**config.mk**
```make
export PLATFORM = sky130hd
export DESIGN_NAME = rv32_mc_ctrl
export DESIGN_NICKNAME = d
export VERILOG_FILES = /design/src/rtl/rv32_mc_ctrl.sv
export SDC_FILE = /design/constraint.sdc
export NUM_CORES = 1
export LEC_CHECK = 0
export CORE_MARGIN = 2
export CORE_UTILIZATION = 42
export CTS_BUF_LIST = sky130_fd_sc_hd__clkbuf_4 sky130_fd_sc_hd__clkbuf_8
export DETAILED_ROUTE_END_ITERATION = 7
export PLACE_DENSITY_LB_ADDON = 0.25
export SYNTH_ARGS = -nofsm -noshare
export SYNTH_HDL_FRONTEND = slang
export SYNTH_SLANG_ARGS = --single-unit
```
**constraint.sdc**
```tcl
create_clock -name clk -period 2.5 [get_ports clk]
set_clock_uncertainty 0.15 [all_clocks]
set_input_delay 0.25 -clock clk [delete_from_list [all_inputs] [get_ports clk]]
set_output_delay 0.25 -clock clk [all_outputs]
set_load 0.005 [all_outputs]
```
**src/rtl/rv32_mc_ctrl.sv**
```systemverilog
// Multi-cycle control FSM for the RV32I core.
// Sequences FETCH/DECODE/EXEC/MEM/WB/TRAP. Memory requests use a req/ready
// handshake with a bounded wait. The FSM also detects illegal and misaligned
// instructions and counts retired instructions.
module rv32_mc_ctrl #(
  parameter int MEM_TIMEOUT   = 16,  // wait cycles before bus-error trap, >= 1
  parameter int CNT_W         = 32,
  parameter int TRAP_MISALIGN = 1
) (
  input  logic             clk,
  input  logic             rst_n,
  input  logic [6:0]       opcode,
  input  logic [2:0]       funct3,
  input  logic [6:0]       funct7,
  input  logic [1:0]       addr_lo,
  input  logic             take_branch,
  input  logic             imem_ready,
  input  logic             dmem_ready,
  output logic [2:0]       cpu_state,
  output logic             imem_req,
  output logic             ir_we,
  output logic             dmem_req,
  output logic             dmem_we,
  output logic             wena_reg,
  output logic [1:0]       data_2_reg,
  output logic             pc_we,
  output logic [1:0]       pc_sel,
  output logic             retire,
  output logic [CNT_W-1:0] instret,
  output logic             trap_valid,
  output logic [2:0]       trap_cause
);

  localparam logic [6:0] OPC_LUI    = 7'b0110111;
  localparam logic [6:0] OPC_AUIPC  = 7'b0010111;
  localparam logic [6:0] OPC_JAL    = 7'b1101111;
  localparam logic [6:0] OPC_JALR   = 7'b1100111;
  localparam logic [6:0] OPC_BRANCH = 7'b1100011;
  localparam logic [6:0] OPC_LOAD   = 7'b0000011;
  localparam logic [6:0] OPC_STORE  = 7'b0100011;
  localparam logic [6:0] OPC_OPIMM  = 7'b0010011;
  localparam logic [6:0] OPC_OP     = 7'b0110011;

  localparam int WAIT_W = $clog2(MEM_TIMEOUT + 1);
  localparam logic [WAIT_W-1:0] WAIT_LAST = WAIT_W'(MEM_TIMEOUT - 1);

  typedef enum logic [2:0] {
    S_FETCH  = 3'd0,
    S_DECODE = 3'd1,
    S_EXEC   = 3'd2,
    S_MEM    = 3'd3,
    S_WB     = 3'd4,
    S_TRAP   = 3'd5
  } state_t;

  state_t            r_state;
  state_t            w_state_next;
  logic [WAIT_W-1:0] r_wait;
  logic [WAIT_W-1:0] w_wait_next;
  logic [CNT_W-1:0]  r_instret;
  logic [2:0]        r_trap_cause;
  logic [2:0]        w_cause_next;
  logic              w_illegal;
  logic              w_misalign;
  logic              w_is_load;
  logic              w_is_store;

  assign cpu_state  = r_state;
  assign instret    = r_instret;
  assign trap_cause = r_trap_cause;
  assign w_is_load  = (opcode == OPC_LOAD);
  assign w_is_store = (opcode == OPC_STORE);

  // Instruction legality and access alignment from the latched IR fields.
  always_comb begin
    w_illegal  = 1'b0;
    w_misalign = 1'b0;
    case (opcode)
      OPC_LUI, OPC_AUIPC, OPC_JAL: w_illegal = 1'b0;
      OPC_JALR:   w_illegal = (funct3 != 3'b000);
      OPC_BRANCH: w_illegal = (funct3 == 3'b010) || (funct3 == 3'b011);
      OPC_LOAD:   w_illegal = (funct3 == 3'b011) || (funct3 == 3'b110) || (funct3 == 3'b111);
      OPC_STORE:  w_illegal = (funct3 >= 3'b011);
      OPC_OP:     w_illegal = !((funct7 == 7'h00) ||
                                ((funct7 == 7'h20) && ((funct3 == 3'b000) || (funct3 == 3'b101))));
      OPC_OPIMM: begin
        if (funct3 == 3'b001)      w_illegal = (funct7 != 7'h00);
        else if (funct3 == 3'b101) w_illegal = (funct7 != 7'h00) && (funct7 != 7'h20);
        else                       w_illegal = 1'b0;
      end
      default:    w_illegal = 1'b1;
    endcase
    // funct3[1:0] 01 = halfword, 10 = word; byte accesses never misalign
    if ((TRAP_MISALIGN != 0) && (w_is_load || w_is_store)) begin
      w_misalign = ((funct3[1:0] == 2'b01) && addr_lo[0]) ||
                   ((funct3[1:0] == 2'b10) && (addr_lo != 2'b00));
    end
  end

  // Next-state, wait counter and control outputs; everything idles while reset is low.
  always_comb begin
    w_state_next = r_state;
    w_wait_next  = '0;
    w_cause_next = r_trap_cause;
    imem_req     = 1'b0;
    ir_we        = 1'b0;
    dmem_req     = 1'b0;
    dmem_we      = 1'b0;
    wena_reg     = 1'b0;
    data_2_reg   = 2'b00;
    pc_we        = 1'b0;
    pc_sel       = 2'b00;
    retire       = 1'b0;
    trap_valid   = 1'b0;
    if (rst_n) begin
      case (r_state)
        S_FETCH: begin
          imem_req = 1'b1;
          if (imem_ready) begin
            ir_we        = 1'b1;
            w_state_next = S_DECODE;
          end else if (r_wait == WAIT_LAST) begin
            w_state_next = S_TRAP;
            w_cause_next = 3'd3;
          end else begin
            w_wait_next = r_wait + 1'b1;
          end
        end
        S_DECODE: w_state_next = S_EXEC;
        S_EXEC: begin
          if (w_illegal) begin
            w_state_next = S_TRAP;
            w_cause_next = 3'd0;
          end else if (w_misalign) begin
            w_state_next = S_TRAP;
            w_cause_next = w_is_store ? 3'd2 : 3'd1;
          end else if (opcode == OPC_BRANCH) begin
            pc_we        = 1'b1;
            pc_sel       = take_branch ? 2'b01 : 2'b00;
            retire       = 1'b1;
            w_state_next = S_FETCH;
          end else if (w_is_load || w_is_store) begin
            w_state_next = S_MEM;
          end else begin
            w_state_next = S_WB;
          end
        end
        S_MEM: begin
          dmem_req = 1'b1;
          dmem_we  = w_is_store;
          if (dmem_ready) begin
            if (w_is_store) begin
              pc_we        = 1'b1;
              retire       = 1'b1;
              w_state_next = S_FETCH;
            end else begin
              w_state_next = S_WB;
            end
          end else if (r_wait == WAIT_LAST) begin
            w_state_next = S_TRAP;
            w_cause_next = 3'd4;
          end else begin
            w_wait_next = r_wait + 1'b1;
          end
        end
        S_WB: begin
          wena_reg = 1'b1;
          if (w_is_load)                                     data_2_reg = 2'b01;
          else if ((opcode == OPC_JAL) || (opcode == OPC_JALR)) data_2_reg = 2'b10;
          else if (opcode == OPC_LUI)                        data_2_reg = 2'b11;
          pc_we = 1'b1;
          if (opcode == OPC_JAL)       pc_sel = 2'b01;
          else if (opcode == OPC_JALR) pc_sel = 2'b10;
          retire       = 1'b1;
          w_state_next = S_FETCH;
        end
        S_TRAP: begin
          trap_valid   = 1'b1;
          pc_we        = 1'b1;
          pc_sel       = 2'b11;
          w_state_next = S_FETCH;
        end
        default: w_state_next = S_FETCH;
      endcase
    end
  end

  // State, wait counter, retired count and trap cause registers.
  always_ff @(posedge clk) begin
    if (!rst_n) begin
      r_state      <= S_FETCH;
      r_wait       <= '0;
      r_instret    <= '0;
      r_trap_cause <= 3'd0;
    end else begin
      r_state <= w_state_next;
      r_wait  <= w_wait_next;
      if (retire) r_instret <= r_instret + 1'b1;
      if ((w_state_next == S_TRAP) && (r_state != S_TRAP)) r_trap_cause <= w_cause_next;
    end
  end

endmodule

```
==> results of run 1 <==
[state kept, by name (all words and copies together) (netlist names)]
signal	cells
trap_cause	3
cpu_state	3
r_wait	5
instret	32
[through the flow]
stage,std cells,utilization [%],power [uW],setup WS (ns)
finish,508,65.5,1360,0.104
floorplan,315,-,792,0.278
global placement,495,62.0,900,-0.332
global route,508,65.5,1410,0.00354
CTS,505,64.3,1360,0.00337
detailed placement,495,62.0,901,-0.362
[layout make-up]
type | instances | area, sq um | share of cell area (%)
Timing Repair Buffer | 126 | 1150 | 29.9
Clock buffer | 5 | 68.8 | 1.79
Sequential cell | 43 | 861 | 22.3
Clock inverter | 3 | 23.8 | 0.617
Tap cell | 75 | 93.8 | 2.44
Inverter | 12 | 45.0 | 1.17
Multi-Input combinational cell | 244 | 1610 | 41.8
[cell families (layout without fill, tap and decap cells)]
logic type	Yosys count	in the layout
adders and majority gates	2	2
DFF	43	43
AOI/OAI and AO/OA	77	77
muxes	2	2
buffers and inverters	28	146
and+or+nand+nor	142	142
xor gates and xnor gates	21	21
[where the power goes]
group	total (uW)	leakage (uW)	switching, uW	internal [uW]
Combinational	197	0.00104	91.5	105
Sequential	697	0.000347	5.67	691
Clock	465	0.0000408	265	200
Total	1360	0.00143	362	996
[worst max-delay path, cell delays in order]
cell                              delay, ns
sky130_fd_sc_hd__clkdlybuf4s50_1       0.45
sky130_fd_sc_hd__buf_4                 0.17
sky130_fd_sc_hd__o21a_1                0.16
sky130_fd_sc_hd__o2111ai_1             0.30
sky130_fd_sc_hd__o211ai_4              0.12
sky130_fd_sc_hd__nor3_2                0.20
sky130_fd_sc_hd__a31oi_1               0.11
sky130_fd_sc_hd__nor2_1                0.10
sky130_fd_sc_hd__buf_2                 0.12
[final timing paths]
path | startpoint | end | slack [ns] | cells after the start
worst min-delay path | r_wait[0] | r_wait[0] | 0.30 | 1
worst max-delay path | funct3[0] | pc_sel[0] | 0.10 | 9
worst max register to register | instret[6] | instret[21] | 0.21 | 6
worst min register to register | r_wait[0] | r_wait[0] | 0.30 | 1
[synth_stat cells (2+ instances only)]
library cell / n
sky130_fd_sc_hd__xor2_1: 12
sky130_fd_sc_hd__a2111oi_2: 4
sky130_fd_sc_hd__o21a_1: 3
sky130_fd_sc_hd__o211ai_1: 5
sky130_fd_sc_hd__nand3_1: 12
sky130_fd_sc_hd__or4_1: 10
sky130_fd_sc_hd__and4_1: 3
sky130_fd_sc_hd__nor2b_1: 5
sky130_fd_sc_hd__nand4_1: 5
sky130_fd_sc_hd__nor2_1: 42
sky130_fd_sc_hd__buf_6: 2
sky130_fd_sc_hd__o2111ai_1: 5
sky130_fd_sc_hd__a21oi_1: 16
sky130_fd_sc_hd__o21ai_0: 12
sky130_fd_sc_hd__or3_1: 5
sky130_fd_sc_hd__a31oi_1: 2
sky130_fd_sc_hd__nor3b_1: 2
sky130_fd_sc_hd__nand3b_1: 2
sky130_fd_sc_hd__o21ai_1: 2
sky130_fd_sc_hd__a41oi_1: 2
sky130_fd_sc_hd__ha_1: 2
sky130_fd_sc_hd__dfxtp_1: 43
sky130_fd_sc_hd__nor3_1: 12
sky130_fd_sc_hd__nand2b_1: 4
sky130_fd_sc_hd__xnor2_1: 9
sky130_fd_sc_hd__and2_1: 2
sky130_fd_sc_hd__mux2i_1: 2
sky130_fd_sc_hd__a211oi_1: 6
sky130_fd_sc_hd__nand2_1: 16
sky130_fd_sc_hd__o31ai_1: 13
sky130_fd_sc_hd__clkbuf_1: 8
sky130_fd_sc_hd__and3_1: 9
sky130_fd_sc_hd__inv_1: 11
sky130_fd_sc_hd__or2_2: 4
sky130_fd_sc_hd__buf_2: 6
[layer usage]
layer	vias to the layer above	wire length [um]	global-route usage [%]
met4	0	93	5.83
met5	-	0	0
met1	1294	3170	26.8
li1	1403	-	-
met3	8	320	2.42
met2	88	3490	37.4
[timing repair]
action / CTS / global route
pin swaps: 5 / 9
endpoints found under the setup margin: 9 / 5
buffers inserted: 2 / 3
resized for setup: 16 / 13
gates cloned: 0 / 0
[cells in the final DEF, fill, tap and decap left out, types with 2 or more instances in the layout]
cell | synthesis | final
sky130_fd_sc_hd__clkdlybuf4s50_1 | 0 | 61
sky130_fd_sc_hd__buf_4 | 0 | 52
sky130_fd_sc_hd__dfxtp_1 | 43 | 43
sky130_fd_sc_hd__nor2_1 | 42 | 39
sky130_fd_sc_hd__nand2_1 | 16 | 16
sky130_fd_sc_hd__a21oi_1 | 16 | 16
sky130_fd_sc_hd__nand3_1 | 12 | 12
sky130_fd_sc_hd__o21ai_0 | 12 | 12
sky130_fd_sc_hd__xor2_1 | 12 | 12
sky130_fd_sc_hd__o31ai_1 | 13 | 12
sky130_fd_sc_hd__inv_1 | 11 | 11
sky130_fd_sc_hd__or4_1 | 10 | 10
sky130_fd_sc_hd__and3_1 | 9 | 9
sky130_fd_sc_hd__nor3_1 | 12 | 9
sky130_fd_sc_hd__xnor2_1 | 9 | 9
sky130_fd_sc_hd__dlymetal6s2s_1 | 0 | 8
sky130_fd_sc_hd__nor2b_1 | 5 | 5
sky130_fd_sc_hd__o2111ai_1 | 5 | 5
sky130_fd_sc_hd__or3_1 | 5 | 5
sky130_fd_sc_hd__nand4_1 | 5 | 5
sky130_fd_sc_hd__a211oi_1 | 6 | 5
sky130_fd_sc_hd__o211ai_1 | 5 | 5
sky130_fd_sc_hd__clkbuf_8 | 0 | 5
sky130_fd_sc_hd__nor3_2 | 1 | 4
sky130_fd_sc_hd__or2_2 | 4 | 4
sky130_fd_sc_hd__nand2b_1 | 4 | 4
sky130_fd_sc_hd__a2111oi_2 | 4 | 4
sky130_fd_sc_hd__o21a_1 | 3 | 3
sky130_fd_sc_hd__and4_1 | 3 | 3
sky130_fd_sc_hd__dlygate4sd2_1 | 0 | 3
sky130_fd_sc_hd__nor2_4 | 0 | 2
sky130_fd_sc_hd__o21ai_2 | 1 | 2
sky130_fd_sc_hd__nand3b_1 | 2 | 2
sky130_fd_sc_hd__and2_1 | 2 | 2
sky130_fd_sc_hd__a41oi_1 | 2 | 2
sky130_fd_sc_hd__nor3b_1 | 2 | 2
sky130_fd_sc_hd__a31oi_1 | 2 | 2
sky130_fd_sc_hd__mux2i_1 | 2 | 2
sky130_fd_sc_hd__ha_1 | 2 | 2
sky130_fd_sc_hd__clkinvlp_4 | 0 | 2
==> metrics.cfg, run 1 <==
[status]
status = complete, no violations

[grt]
gr-usage-all-layers_pct = 21.0
vias_in_the_first_global_route = 2505
grt_pass1_wl_mm = 11.2
global_route_overflow = 0
maximum_number_of_pins_on_one_net_before_global_route_repair = 36
antenna_found_initial = 0

[critical_path]
arrival_ns = 2.00
worst-setup-path-type = in2out
timing.critical_path.to_type = output port
timing.critical_path.required_ns = 2.10
cp-start-kind = input pin
critPathMaxFanout = 3

[logic_synthesis]
synthDistinctLibCells = 52
syn-instance-count = 315
synth_compound_gate_area_share_pct = 21.7
synth_area_per_cell_sq_um = 8.05
synth_adder_area_share_pct = 0.987
syn-num-nets = 341
post_synth_xor_area_fraction_pct = 7.26
synthFlopType = sky130_fd_sc_hd__dfxtp_1
synth_simple_gate_area_share_pct = 30.3
postSynthRegisterBits = 43
netlist_top_cells_area = sky130_fd_sc_hd__dfxtp_1 (34%), sky130_fd_sc_hd__nor2_1 (6.2%), sky130_fd_sc_hd__xor2_1 (4.1%)
synth.mux.area_fraction_pct = 0.790
synth_enable_flop_cells = 0
syn_area_sq_mm = 0.00253
postSynth.asyncResetShare_pct = 0
synth_top_family_by_area = simple AND/OR/NAND/NOR gates
yosys_warnings = 0
synth_sequential_area_ratio_pct = 34.0
synth.largest_area_cell = sky130_fd_sc_hd__dfxtp_1
yosysTopAreaCellShare_pct = 34.0

[layout]
fillCellCount = 521
final_layout_size_suffix_gt1_share_pct = 19.9
final_area_sq_mm = 0.00385
num_antenna_cells = 0
flow.area_growth_from_synthesis_pct = 52.0
layout.nets = 458

[clock_network]
clk_pin_slew_ns = 0.08
cts_tree = yes
cts_max_path_buffers = 2
cts_htree_levels = 2
post_cts_hold_buffer_count = 0
clock_sink_count = 43
clk_latency_ns = 0.30
cts.root.buffer_cell = sky130_fd_sc_hd__clkbuf_8
cts-buffers-inserted = 5

[route]
drc_errors = 0
vias_per_cell = 5.50
drt-total-wl_mm = 7.08
drtPass1Iterations = 4
wire_per_inst_um = 13.9
routed-via-count = 2793
ant_nets = 0
drt_iter0_drc = 118

[timing]
final_min_period_over_clock_period_pct = 95.8
holdWs_ns = 0.305
clock.fmax_mhz = 417
worst_slew_pin_slew_ns = 0.436
timing_max_transition_violations_final = 0
rsz0062_at_grt = no
slew_headroom_pct = 70.7
post-route-min-period_ns = 2.40
setup_tns_after_final_layout_ns = 0
timing.final.setup_violations = 0
hold_viol_final = 0

[placement]
dp.final_hpwl_mm = 5.28
routabilityCongestion = 0.894
placedInstanceArea_sq_mm = 0.00365
port_buffers = 73

[floorplanning]
fp.dieArea_sq_mm = 0.00667
core_region_area_sq_mm = 0.00589
floorplan.die.height_um = 81.7
row_count = 28
die_w_um = 81.7
ios = 74
initial_standard_cell_utilization_of_the_core_pct = 43.1

[power]
p_leak_uw = 0.00143
ir_drop_mv = 0.271
power.density_cell_area_mw_per_mm2 = 352

[worst_hold_path]
hold_class = reg2reg

[flow_run]
max_capacitance_violation_total = 0

No activity file was read; power rests on OpenSTA's default activity.
==> run 2: changes to the inputs <==
- CTS_BUF_LIST: sky130_fd_sc_hd__clkbuf_4 sky130_fd_sc_hd__clkbuf_8 -> sky130_fd_sc_hd__clkbuf_8
==> results of run 2 <==
Final layout, timing and power as in run 1 (identical DEF).
==> run 3: changes to the inputs <==
- GPL_ROUTABILITY_DRIVEN: default -> 0
- GPL_TIMING_DRIVEN: default -> 0
==> run 3 against run 2 <==
Compared with the run above: wire length is 2.2% lower; combinational power fell by 16%; worst hold slack got worse by 0.018 ns; total power grew 3.4%; non-clock buffer count down 31; design area is 6.0% lower; core utilization is 3.9 points lower; critical path depth is 1 lower; via count is 1.4% lower; die area is the same; global-route usage up 0.26 points; first-iteration DRC count shrank 1.7%; largest power group unchanged.
==> metrics.cfg, run 3 (synthesis gave the netlist of run 1 again) <==
[layout]
final_area_sq_mm = 0.00362
fillCellCount = 516
layout.nets = 427
mostFrequentLayoutCells = sky130_fd_sc_hd__clkdlybuf4s50_1 (61), sky130_fd_sc_hd__dfxtp_1 (42), sky130_fd_sc_hd__nor2_1 (38), sky130_fd_sc_hd__nand2_1 (16), sky130_fd_sc_hd__a21oi_1 (15)
flip_flop_count_of_the_largest_register_all_copies_and_words_added = 32
final_layout_size_suffix_gt1_share_pct = 16.9
finalCoreUtilization_pct = 61.6
num_antenna_cells = 0
final_common_cell = sky130_fd_sc_hd__clkdlybuf4s50_1
flow.area_growth_from_synthesis_pct = 42.9

[floorplanning]
fp.dieArea_sq_mm = 0.00667
core_region_area_sq_mm = 0.00589
row_count = 28
initial_standard_cell_utilization_of_the_core_pct = 43.1
ios = 74
die_w_um = 81.7
floorplan.die.height_um = 81.7

[critical_path]
worst-setup-path-type = in2out
worst_path_largest_cell_delay_ns = 0.58
crit_path_cell_trace = clkdlybuf4s50_1, nor4b_2, a211oi_2, o31ai_2, nor3_2, a31oi_1, nor2_1, buf_2
worst_path_max_delay_cell = sky130_fd_sc_hd__clkdlybuf4s50_1
total_buffers_and_inverters_traversed_by_the_critical_path = 2
arrival_ns = 2.03
critPathMaxFanout = 6
timing.critical_path.required_ns = 2.10
crit_family = buffers and inverters
timing.critical_path.to_type = output port
timing.reg2reg.setup_slack_ns = 0.20
cp-start-kind = input pin

[route]
drt_iter0_drc = 116
wire_per_inst_um = 14.5
drtPass1Iterations = 7
routed-via-count = 2754
drt-total-wl_mm = 6.92
drc_errors = 0
ant_nets = 0
vias_per_cell = 5.77

[clock_network]
cts_max_path_buffers = 2
clk_latency_ns = 0.29
cts_htree_levels = 2
cts_tree = yes
clock_sink_count = 43
cts.root.buffer_cell = sky130_fd_sc_hd__clkbuf_8
cts-buffers-inserted = 5
clk_pin_slew_ns = 0.08

[power]
power_switching_share_pct = 23.9
power_frac_seq_pct = 49.7
reported_net_switching_power_uw = 336
power.density_cell_area_mw_per_mm2 = 388
p_int_uw = 1070
ir_drop_mv = 0.232
p_leak_uw = 0.00123
share_clk_of_total_power_pct = 38.4
comb_power_share_pct = 11.8

[flow_run]
max_capacitance_violation_total = 0

[timing]
hold_viol_final = 0
clock.fmax_mhz = 411
timing_max_transition_violations_final = 0
final_min_period_over_clock_period_pct = 97.3
rsz0062_at_grt = no
slew_headroom_pct = 64.1
timing.final.setup_violations = 0
post-route-min-period_ns = 2.43
post-route-worst-setup-slack_ns = 0.0679
worst_slew_pin_slew_ns = 0.538

[placement]
port_buffers = 68
dpl_worst_slack_ns = -0.552
placedInstanceArea_sq_mm = 0.00331
dp.final_hpwl_mm = 4.99

[grt]
antenna_found_initial = 0
grt_pass1_wl_mm = 11.2
maximum_number_of_pins_on_one_net_before_global_route_repair = 15
gr-usage-all-layers_pct = 21.3
vias_in_the_first_global_route = 2436
global_route_overflow = 0

[status]
status = complete, no violations

[worst_hold_path]
hold_class = in2reg

==> run 3: tightest hold or removal path, cell delays in order <==
cell	delay [ns]
sky130_fd_sc_hd__clkdlybuf4s15_2	0.26
sky130_fd_sc_hd__nand2b_1	0.10
sky130_fd_sc_hd__o31ai_1	0.06
==> run 3: area by class of cell <==
cell class	instances	area [sq um]	area share [%]
tap	75	93.8	2.59
sequential	43	862	23.8
timing repair buffer	80	776	21.4
inverter	12	46.3	1.28
clock buffer	5	68.8	1.90
clock inverter	3	43.8	1.21
multi-input combinational	244	1640	45.2
buffer	15	93.8	2.59
==> run 3: what timing repair did <==
action / CTS / global route
pin swaps: 8 / 4
endpoints found under the hold margin: 0 / 0
buffers inserted: 12 / 0
setup endpoints to repair: 15 / 19
gates resized for setup: 23 / 28
hold buffers: 0 / 0
==> run 3: power groups by stage <==
stage / Clock (uW) / Combinational [uW] / Sequential (uW)
global placement: 0 / 152 / 713
CTS: 552 / 160 / 699
detailed placement: 0 / 153 / 713
global route: 582 / 180 / 700
finish: 540 / 166 / 699
floorplan: 0 / 79.6 / 713
==> run 3: layer usage <==
layer	vias to the layer above	routed length, um	track usage (%)
met5	-	0	0
met4	0	101	7.33
met3	8	393	4.07
met2	92	3290	33.8
met1	1321	3140	29.0
li1	1333	-	-
==> run 3: metrics by stage <==
step / hold WS, ns / setup TNS [ns] / power, uW / cells
2_1_floorplan: 0.242 / 0 / 792 / 315
3_3_place_gp: 0.282 / -7.41 / 865 / 458
3_5_place_dp: 0.290 / -7.63 / 867 / 458
4_1_cts: 0.271 / 0 / 1410 / 477
5_1_grt: 0.302 / 0 / 1460 / 477
6_report: 0.287 / 0 / 1400 / 477
==> run 3: final timing paths <==
path         cells past startpoint        from           to
max reg2reg                      6  instret[5]  instret[26]
max                              8   funct3[0]    pc_sel[0]
min                              3       rst_n  instret[13]
min reg2reg                      1   r_wait[0]    r_wait[0]
